<file path="src/rtl/gf180mcu_fd_sc_mcu7t5v0__dffq_bank_unload.sv">
// -----------------------------------------------------------------------------
// gf180mcu_fd_sc_mcu7t5v0__dffq_bank_unload
//
// Read-back unloader for a bank of dffq storage flops. A single capture request
// snapshots the parallel Q bus. The captured word is then sent LSB-first over
// a valid/ready serial link to the characterization/readout logic.
//
// Parameters
//   WIDTH   number of Q bits in the bank (1..64)
//
// Ports
//   CLK     rising-edge clock
//   RN      asynchronous active-low reset (deassertion synchronized upstream)
//   CAP     capture request, only honoured in IDLE
//   PQ      parallel Q bus from the flop bank, sampled on the capture edge
//   SO      serial data bit, LSB first
//   SO_VLD  SO holds a valid bit
//   SO_RDY  downstream accepts SO this cycle
//   BUSY    high from the capture edge until the last bit transfers
//   DONE    one-cycle pulse after the last bit transfers
// -----------------------------------------------------------------------------
module gf180mcu_fd_sc_mcu7t5v0__dffq_bank_unload #(
   parameter int WIDTH = 8
) (
   input  logic             CLK,
   input  logic             RN,
   input  logic             CAP,
   input  logic [WIDTH-1:0] PQ,
   output logic             SO,
   output logic             SO_VLD,
   input  logic             SO_RDY,
   output logic             BUSY,
   output logic             DONE
);

   localparam int CNT_W = $clog2(WIDTH + 1);

   typedef enum logic [1:0] {
      ST_IDLE  = 2'd0,
      ST_SHIFT = 2'd1,
      ST_DONE  = 2'd2
   } state_t;

   state_t             state_q;
   logic [WIDTH-1:0]   sreg_q;
   logic [CNT_W-1:0]   cnt_q;
   logic               so_q;
   logic               vld_q;
   logic               busy_q;
   logic               done_q;

   // Shift register after dropping the bit currently on SO. Its LSB is the
   // next bit to present; for WIDTH=1 it is simply zero and never used.
   logic [WIDTH-1:0]   sreg_d;
   logic               xfer_d;

   assign sreg_d = sreg_q >> 1;
   assign xfer_d = vld_q & SO_RDY;

   always_ff @(posedge CLK or negedge RN) begin
      if (!RN) begin
         state_q <= ST_IDLE;
         sreg_q  <= '0;
         cnt_q   <= '0;
         so_q    <= 1'b0;
         vld_q   <= 1'b0;
         busy_q  <= 1'b0;
         done_q  <= 1'b0;
      end else begin
         case (state_q)
            ST_IDLE: begin
               done_q <= 1'b0;
               if (CAP) begin
                  // SO is loaded straight from the bus so the first bit is
                  // valid one cycle after the capture edge.
                  sreg_q  <= PQ;
                  cnt_q   <= CNT_W'(WIDTH - 1);
                  so_q    <= PQ[0];
                  vld_q   <= 1'b1;
                  busy_q  <= 1'b1;
                  state_q <= ST_SHIFT;
               end
            end

            ST_SHIFT: begin
               // cnt_q counts the bits still to follow the one on SO.
               if (xfer_d) begin
                  if (cnt_q != '0) begin
                     sreg_q <= sreg_d;
                     cnt_q  <= cnt_q - CNT_W'(1);
                     so_q   <= sreg_d[0];
                  end else begin
                     so_q    <= 1'b0;
                     vld_q   <= 1'b0;
                     busy_q  <= 1'b0;
                     done_q  <= 1'b1;
                     state_q <= ST_DONE;
                  end
               end
            end

            ST_DONE: begin
               // CAP is deliberately ignored here: this cycle is the
               // mandatory gap between back-to-back frames.
               done_q  <= 1'b0;
               state_q <= ST_IDLE;
            end

            default: begin
               so_q    <= 1'b0;
               vld_q   <= 1'b0;
               busy_q  <= 1'b0;
               done_q  <= 1'b0;
               state_q <= ST_IDLE;
            end
         endcase
      end
   end

   assign SO     = so_q;
   assign SO_VLD = vld_q;
   assign BUSY   = busy_q;
   assign DONE   = done_q;

endmodule

</file>
<file path="config.mk">
export PLATFORM = sky130hd
export DESIGN_NAME = gf180mcu_fd_sc_mcu7t5v0__dffq_bank_unload
export DESIGN_NICKNAME = d
export VERILOG_FILES = /design/src/rtl/gf180mcu_fd_sc_mcu7t5v0__dffq_bank_unload.sv
export SDC_FILE = /design/constraint.sdc
export NUM_CORES = 1
export LEC_CHECK = 0
export ABC_AREA = 1
export CAP_MARGIN = 20
export CORE_MARGIN = 3
export CORE_UTILIZATION = 40
export CTS_CLUSTER_SIZE = 14
export DETAILED_ROUTE_END_ITERATION = 10
export SYNTH_ARGS = -nofsm -noshare
export SYNTH_HDL_FRONTEND = slang
export SYNTH_SLANG_ARGS = --single-unit
</file>
<file path="constraint.sdc">
create_clock -name CLK -period 2.1 [get_ports CLK]
set_clock_uncertainty 0.15 [all_clocks]
set_input_delay 0.315 -clock CLK [delete_from_list [all_inputs] [get_ports CLK]]
set_output_delay 0.315 -clock CLK [all_outputs]
set_load 0.005 [all_outputs]
</file>
==> key figures, run 1 <==
Timing
  • RSZ-0062 raised after global routing: false
  • Setup TNS: 0 ns
  • Final Hold Viols: 0
  • Hold Slack: 0.195 ns
  • Tcrit/Tclk final: 79.3%
  • Tmin final: 1.67 ns
  • Fmax: 600 MHz
  • Final setup viols: 0
  • Final Max Slew Viols: 0
  • Rel. slew slack: 75.5%
  • Slew @ Worst Pin: 0.367 ns

CTS
  • # H-tree levels: 1
  • Clock buffer count from CTS: 3
  • Clock root buffer master: clkbuf_4
  • Skew-Pair Late Insertion Delay: 0.28 ns
  • Post-CTS Hold Buffers: 0
  • Cts repair resizes: 0
  • Setup bufs post-CTS: 0
  • Clk sink count: 16
  • TritonCTS clock tree: built
  • Clock transition at path regs: 0.09 ns
  • Clk buf depth: 2

Worst setup path
  • Buffers & Inverters on Critical Path: 2
  • Critical Path Most Common Cell: inv_1
  • Setup Crit Path Kind: reg -> reg
  • Nature of the critical path startpoint: register
  • Crit end category: register
  • Worst Path Max Fanout: 17
  • R2R Setup Slk: 0.43 ns
  • Critical path arrival: 1.68 ns
  • CP max-delay cell: dfrtp_1
  • Top delay family on crit path: simple AND/OR/NAND/NOR gates
  • Max incr delay on CP: 0.38 ns
  • Critical path required time: 2.12 ns
  • Crit-path cells: inv_1 -> ha_1 -> inv_1 -> nor2_2 -> nand3_2 -> nand2_4 -> o21ai_0

Power and ir drop
  • Post-layout total power: 0.00151 W
  • Leakage: 0.555 nW
  • Maximum vdd drop: 0.592 mV
  • Pwr Density: 1420 nW/um^2

Route
  • Residual DRC: 0
  • Via density: 4.49
  • DRT Wirelength: 1.58 mm
  • Router iterations before antenna repair: 4
  • WL per Instance: 9.99 um
  • Via Count: 710
  • Final ANT Viol Nets: 0
  • Iteration-0 DRC Markers: 15

Global route
  • Initial antenna violation count: 0
  • Gr ovfl total: 0
  • Largest net degree at the start of global routing: 18
  • All-layer global routing usage: 13.8%
  • First-pass GRT wire length: 2.77 mm
  • Vias in the first global route: 658

Synth
  • Unique masters post-synth: 19
  • Most numerous cell in the Yosys netlist: nand2_1
  • Cell area after synthesis: 866 um^2
  • Synth Instances: 115
  • Synth area leader: dfrtp_1
  • Top_reg_cell synth: dfrtp_1
  • Post-synth top cells: nand2_1, dfrtp_1, nand3_1, inv_1, nor2_1
  • Synth Warn #: 0
  • Syn nets: 128
  • Top cell type's share of synthesized area: 46.2%
  • Synthesized flop and latch total: 16
  • Number of flops mapped to enable cells by yosys: 0
  • Mean Syn Cell Area: 7.53 um^2
  • Seq/Total Area, Yosys: 46.2%
  • Top post-synthesis cells by area: dfrtp_1, nand2_1, nand3_1, inv_1, o21ai_2
  • Ys async rst share: 100%

Die
  • Initial core utilization: 43.2%
  • Die X: 52.5 um
  • Die height: 52.5 um
  • I/O pin total: 16
  • # rows: 16
  • Core Footprint: 2000 um^2
  • Die Footprint: 2760 um^2

Final layout
  • Share of cells above drive strength 1: 12.2%
  • Final Core Density: 53.2%
  • Area growth syn-to-layout: 23.0%
  • Fillers: 207
  • Diode count: 0
  • Final #Nets: 145
  • Post-route design area: 1060 um^2

Placement
  • Post-DP HPWL: 1.14 mm
  • PortBufs: 15
  • GPL Wtd Cong: 0.759
  • Post-Place Cell Area: 1030 um^2

Outcome
  • Run status: finished clean

Run
  • Max_cap viols: 0

Hold path
  • Hold WC Path Type: in -> async
-- routing by layer --
layer | wire length, um | up-vias | global-route usage, %
met3 | 88 | 2 | 3.70
met1 | 783 | 307 | 18.2
li1 | - | 388 | -
met5 | 0 | - | 0
met4 | 8 | 0 | 7.66
met2 | 698 | 13 | 20.5
-- cells by family after synthesis --
family	Yosys count	share of synthesized area, %
and+or+nand+nor	79	40.3
DFF	16	46.2
buffers and inverters	13	7.23
AOI/OAI and AO/OA	6	4.77
adders and majority gates	1	1.44
-- final timing paths --
kind	from	to	depth (start not counted)
hold / removal	RN	cnt_q[2]	2
setup reg to reg	cnt_q[0]	cnt_q[3]	7
min in group CLK	sreg_q[6]	sreg_q[6]	2
hold reg to reg	sreg_q[6]	sreg_q[6]	2
max in group asynchronous	RN	cnt_q[3]	2
setup / recovery	cnt_q[0]	cnt_q[3]	7
-- state kept, by name, indices dropped and copies added, names as in the netlist --
signal	flops
sreg_q	7
cnt_q	4
state_q	2
BUSY	1
DONE	1
SO	1
-- report_power, final --
group          leakage, nW  switching [W]  internal [W]  total, W
clock               0.0210      0.0000980      0.000105  0.000203
sequential           0.200      0.0000902      0.000445  0.000535
combinational        0.333       0.000467      0.000304  0.000771
total                0.555       0.000655      0.000854   0.00151
-- area by class of cell --
type	count	area [um^2]	share of cell area [%]
Clock buffer	4	36.3	3.41
Inverter	9	33.8	3.17
Multi-Input combinational cell	86	403	37.8
Sequential cell	16	400	37.6
Tap cell	27	33.8	3.17
Timing Repair Buffer	16	158	14.8
-- placed cells by master, fill, tap and decap left out, types with 3 or more instances in the layout --
| cell | synthesis | final |
|---|---|---|
| clkbuf_4 | 0 | 3 |
| clkdlybuf4s50_1 | 0 | 15 |
| dfrtp_1 | 16 | 16 |
| inv_1 | 8 | 8 |
| nand2_1 | 54 | 54 |
| nand3_1 | 10 | 10 |
| nor2_1 | 6 | 6 |
| o21ai_0 | 3 | 3 |
| o21ai_2 | 3 | 3 |
-- through the flow --
step           instances  setup slack, ns
3_3_place_gp         154            0.423
5_1_grt              158            0.278
6_report             158            0.435
3_5_place_dp         154            0.399
4_1_cts              158            0.419
2_1_floorplan        115            0.590
(Power assumes the default switching activity.)
==> run 2: changes to the inputs <==
clock period = 1.62 ns   (was 2.1 ns; I/O delays follow)
==> key figures, run 2 (synthesis gave the netlist of run 1 again) <==
CTS
  • Skew-Pair Late Insertion Delay: 0.29 ns
  • TritonCTS clock tree: built
  • Clock buffer count from CTS: 3
  • Clock transition at path regs: 0.10 ns
  • Post-CTS Hold Buffers: 0
  • Clock root buffer master: clkbuf_4
  • Clk sink count: 16
  • Clk buf depth: 2
  • # H-tree levels: 1

Final layout
  • Diode count: 0
  • Share of cells above drive strength 1: 15.4%
  • Final #Nets: 150
  • Biggest register: sreg_q
  • Largest register FFs: 7
  • Area growth syn-to-layout: 27.9%
  • Regs by FF count: sreg_q x7, cnt_q x4, state_q x2
  • Commonest cells after routing, fill and taps aside: nand2_1, dfrtp_1, clkdlybuf4s50_1, nand3_1, inv_1
  • Most common cell after layout, fill and taps aside: nand2_1

Worst setup path
  • Crit end category: primary output
  • Top delay family on crit path: buffers and inverters
  • Critical path arrival: 1.15 ns
  • Buffers & Inverters on Critical Path: 1
  • Max incr delay on CP: 0.50 ns
  • Nature of the critical path startpoint: register
  • Crit-path cells: clkdlybuf4s50_1
  • CP max-delay cell: clkdlybuf4s50_1
  • Setup Crit Path Kind: reg -> out
  • Worst Path Max Fanout: 2
  • Critical path required time: 1.23 ns

Timing
  • Setup TNS: 0 ns
  • Rel. slew slack: 75.9%
  • Final Max Slew Viols: 0
  • Tcrit/Tclk final: 95.4%
  • Final Hold Viols: 0
  • RSZ-0062 raised after global routing: true
  • Fmax: 647 MHz
  • Slew @ Worst Pin: 0.360 ns
  • Hold Slack: 0.104 ns
  • Final setup viols: 0
  • Tmin final: 1.55 ns

Placement
  • PortBufs: 15
  • Post-DP HPWL: 1.17 mm
  • GPL Wtd Cong: 0.742

Power and ir drop
  • Flop pwr share: 34.0%
  • Switching part of the total power: 42.6%
  • Leakage: 0.593 nW
  • Combinational share of power: 52.8%
  • Clock power frac: 13.2%
  • Net Sw Power: 0.000871 W
  • Maximum vdd drop: 0.865 mV
  • Pwr Density: 1840 nW/um^2
  • Int Pwr: 0.00117 W

Die
  • Initial core utilization: 43.2%
  • I/O pin total: 16
  • # rows: 16
  • Die X: 52.5 um
  • Core Footprint: 2000 um^2
  • Die height: 52.5 um
  • Die Footprint: 2760 um^2

Route
  • Iteration-0 DRC Markers: 13
  • Final ANT Viol Nets: 0
  • DRT Wirelength: 1.63 mm
  • Via density: 4.46
  • Residual DRC: 0
  • Via Count: 727
  • Router iterations before antenna repair: 4
  • WL per Instance: 10.0 um

Global route
  • Largest net degree at the start of global routing: 18
  • Initial antenna violation count: 0
  • First-pass GRT wire length: 2.79 mm
  • All-layer global routing usage: 14.2%
  • Vias in the first global route: 636
  • Gr ovfl total: 0

Outcome
  • Run status: finished clean

Hold path
  • Hold WC Path Type: in -> async

Run
  • Max_cap viols: 0
## run 2: changes by cell type in the layout (fill, tap and decap cells not counted)
| cell | previous run | this run |
|---|---|---|
| buf_4 | 1 | 6 |
| clkdlybuf4s50_1 | 15 | 13 |
| dlymetal6s2s_1 | 0 | 2 |
## run 2: through the flow
stage | utilization [%] | instance area [um^2] | setup slack, ns | std cells | total power [W]
2_1_floorplan | - | 866 | 0.110 | 115 | 0.00149
3_3_place_gp | 52.9 | 1060 | 0.0798 | 158 | 0.00177
5_1_grt | 55.3 | 1110 | -0.0132 | 163 | 0.00227
3_5_place_dp | 52.9 | 1060 | 0.0652 | 158 | 0.00178
4_1_cts | 54.7 | 1090 | 0.0205 | 162 | 0.00206
6_report | 55.3 | 1110 | 0.0748 | 163 | 0.00204
## run 2: layout make-up
cell class	count	area, um^2
tap	27	33.8
multi-input combinational	86	403
fill	205	895
timing repair buffer	21	200
sequential	16	400
clock buffer	4	36.3
inverter	9	33.8
## run 2: metal layers
layer | vias up | global-route usage [%] | share of wire, %
met5 | - | 0 | 0
met4 | 0 | 7.66 | 2.3
met3 | 5 | 3.70 | 5.9
met2 | 16 | 22.3 | 45
met1 | 310 | 17.7 | 47
li1 | 396 | - | -
## run 2: worst paths after layout
| kind | start | to | cells past startpoint | slack (ns) |
|---|---|---|---|---|
| worst min-delay path | RN | state_q[1] | 2 | 0.10 |
| worst min register to register | sreg_q[6] | sreg_q[6] | 2 | 0.33 |
| worst max-delay path | SO | SO | 1 | 0.07 |
| worst max register to register | cnt_q[0] | cnt_q[3] | 7 | 0.11 |
| min in group CLK | sreg_q[6] | sreg_q[6] | 2 | 0.33 |
| max in group asynchronous | RN | sreg_q[5] | 2 | 1.03 |
## run 2: power groups by stage
stage | Clock [W] | Combinational (W) | Sequential (W)
6_report | 0.000269 | 0.00108 | 0.000695
5_1_grt | 0.000298 | 0.00125 | 0.000721
4_1_cts | 0.000284 | 0.00108 | 0.000694
3_5_place_dp | 0 | 0.00108 | 0.000702
3_3_place_gp | 0 | 0.00108 | 0.000698
2_1_floorplan | 0 | 0.000806 | 0.000687
## run 2: repair_timing
item	CTS	global route
setup endpoints to repair	0	5
gates resized for setup	0	2
buffers inserted	0	1
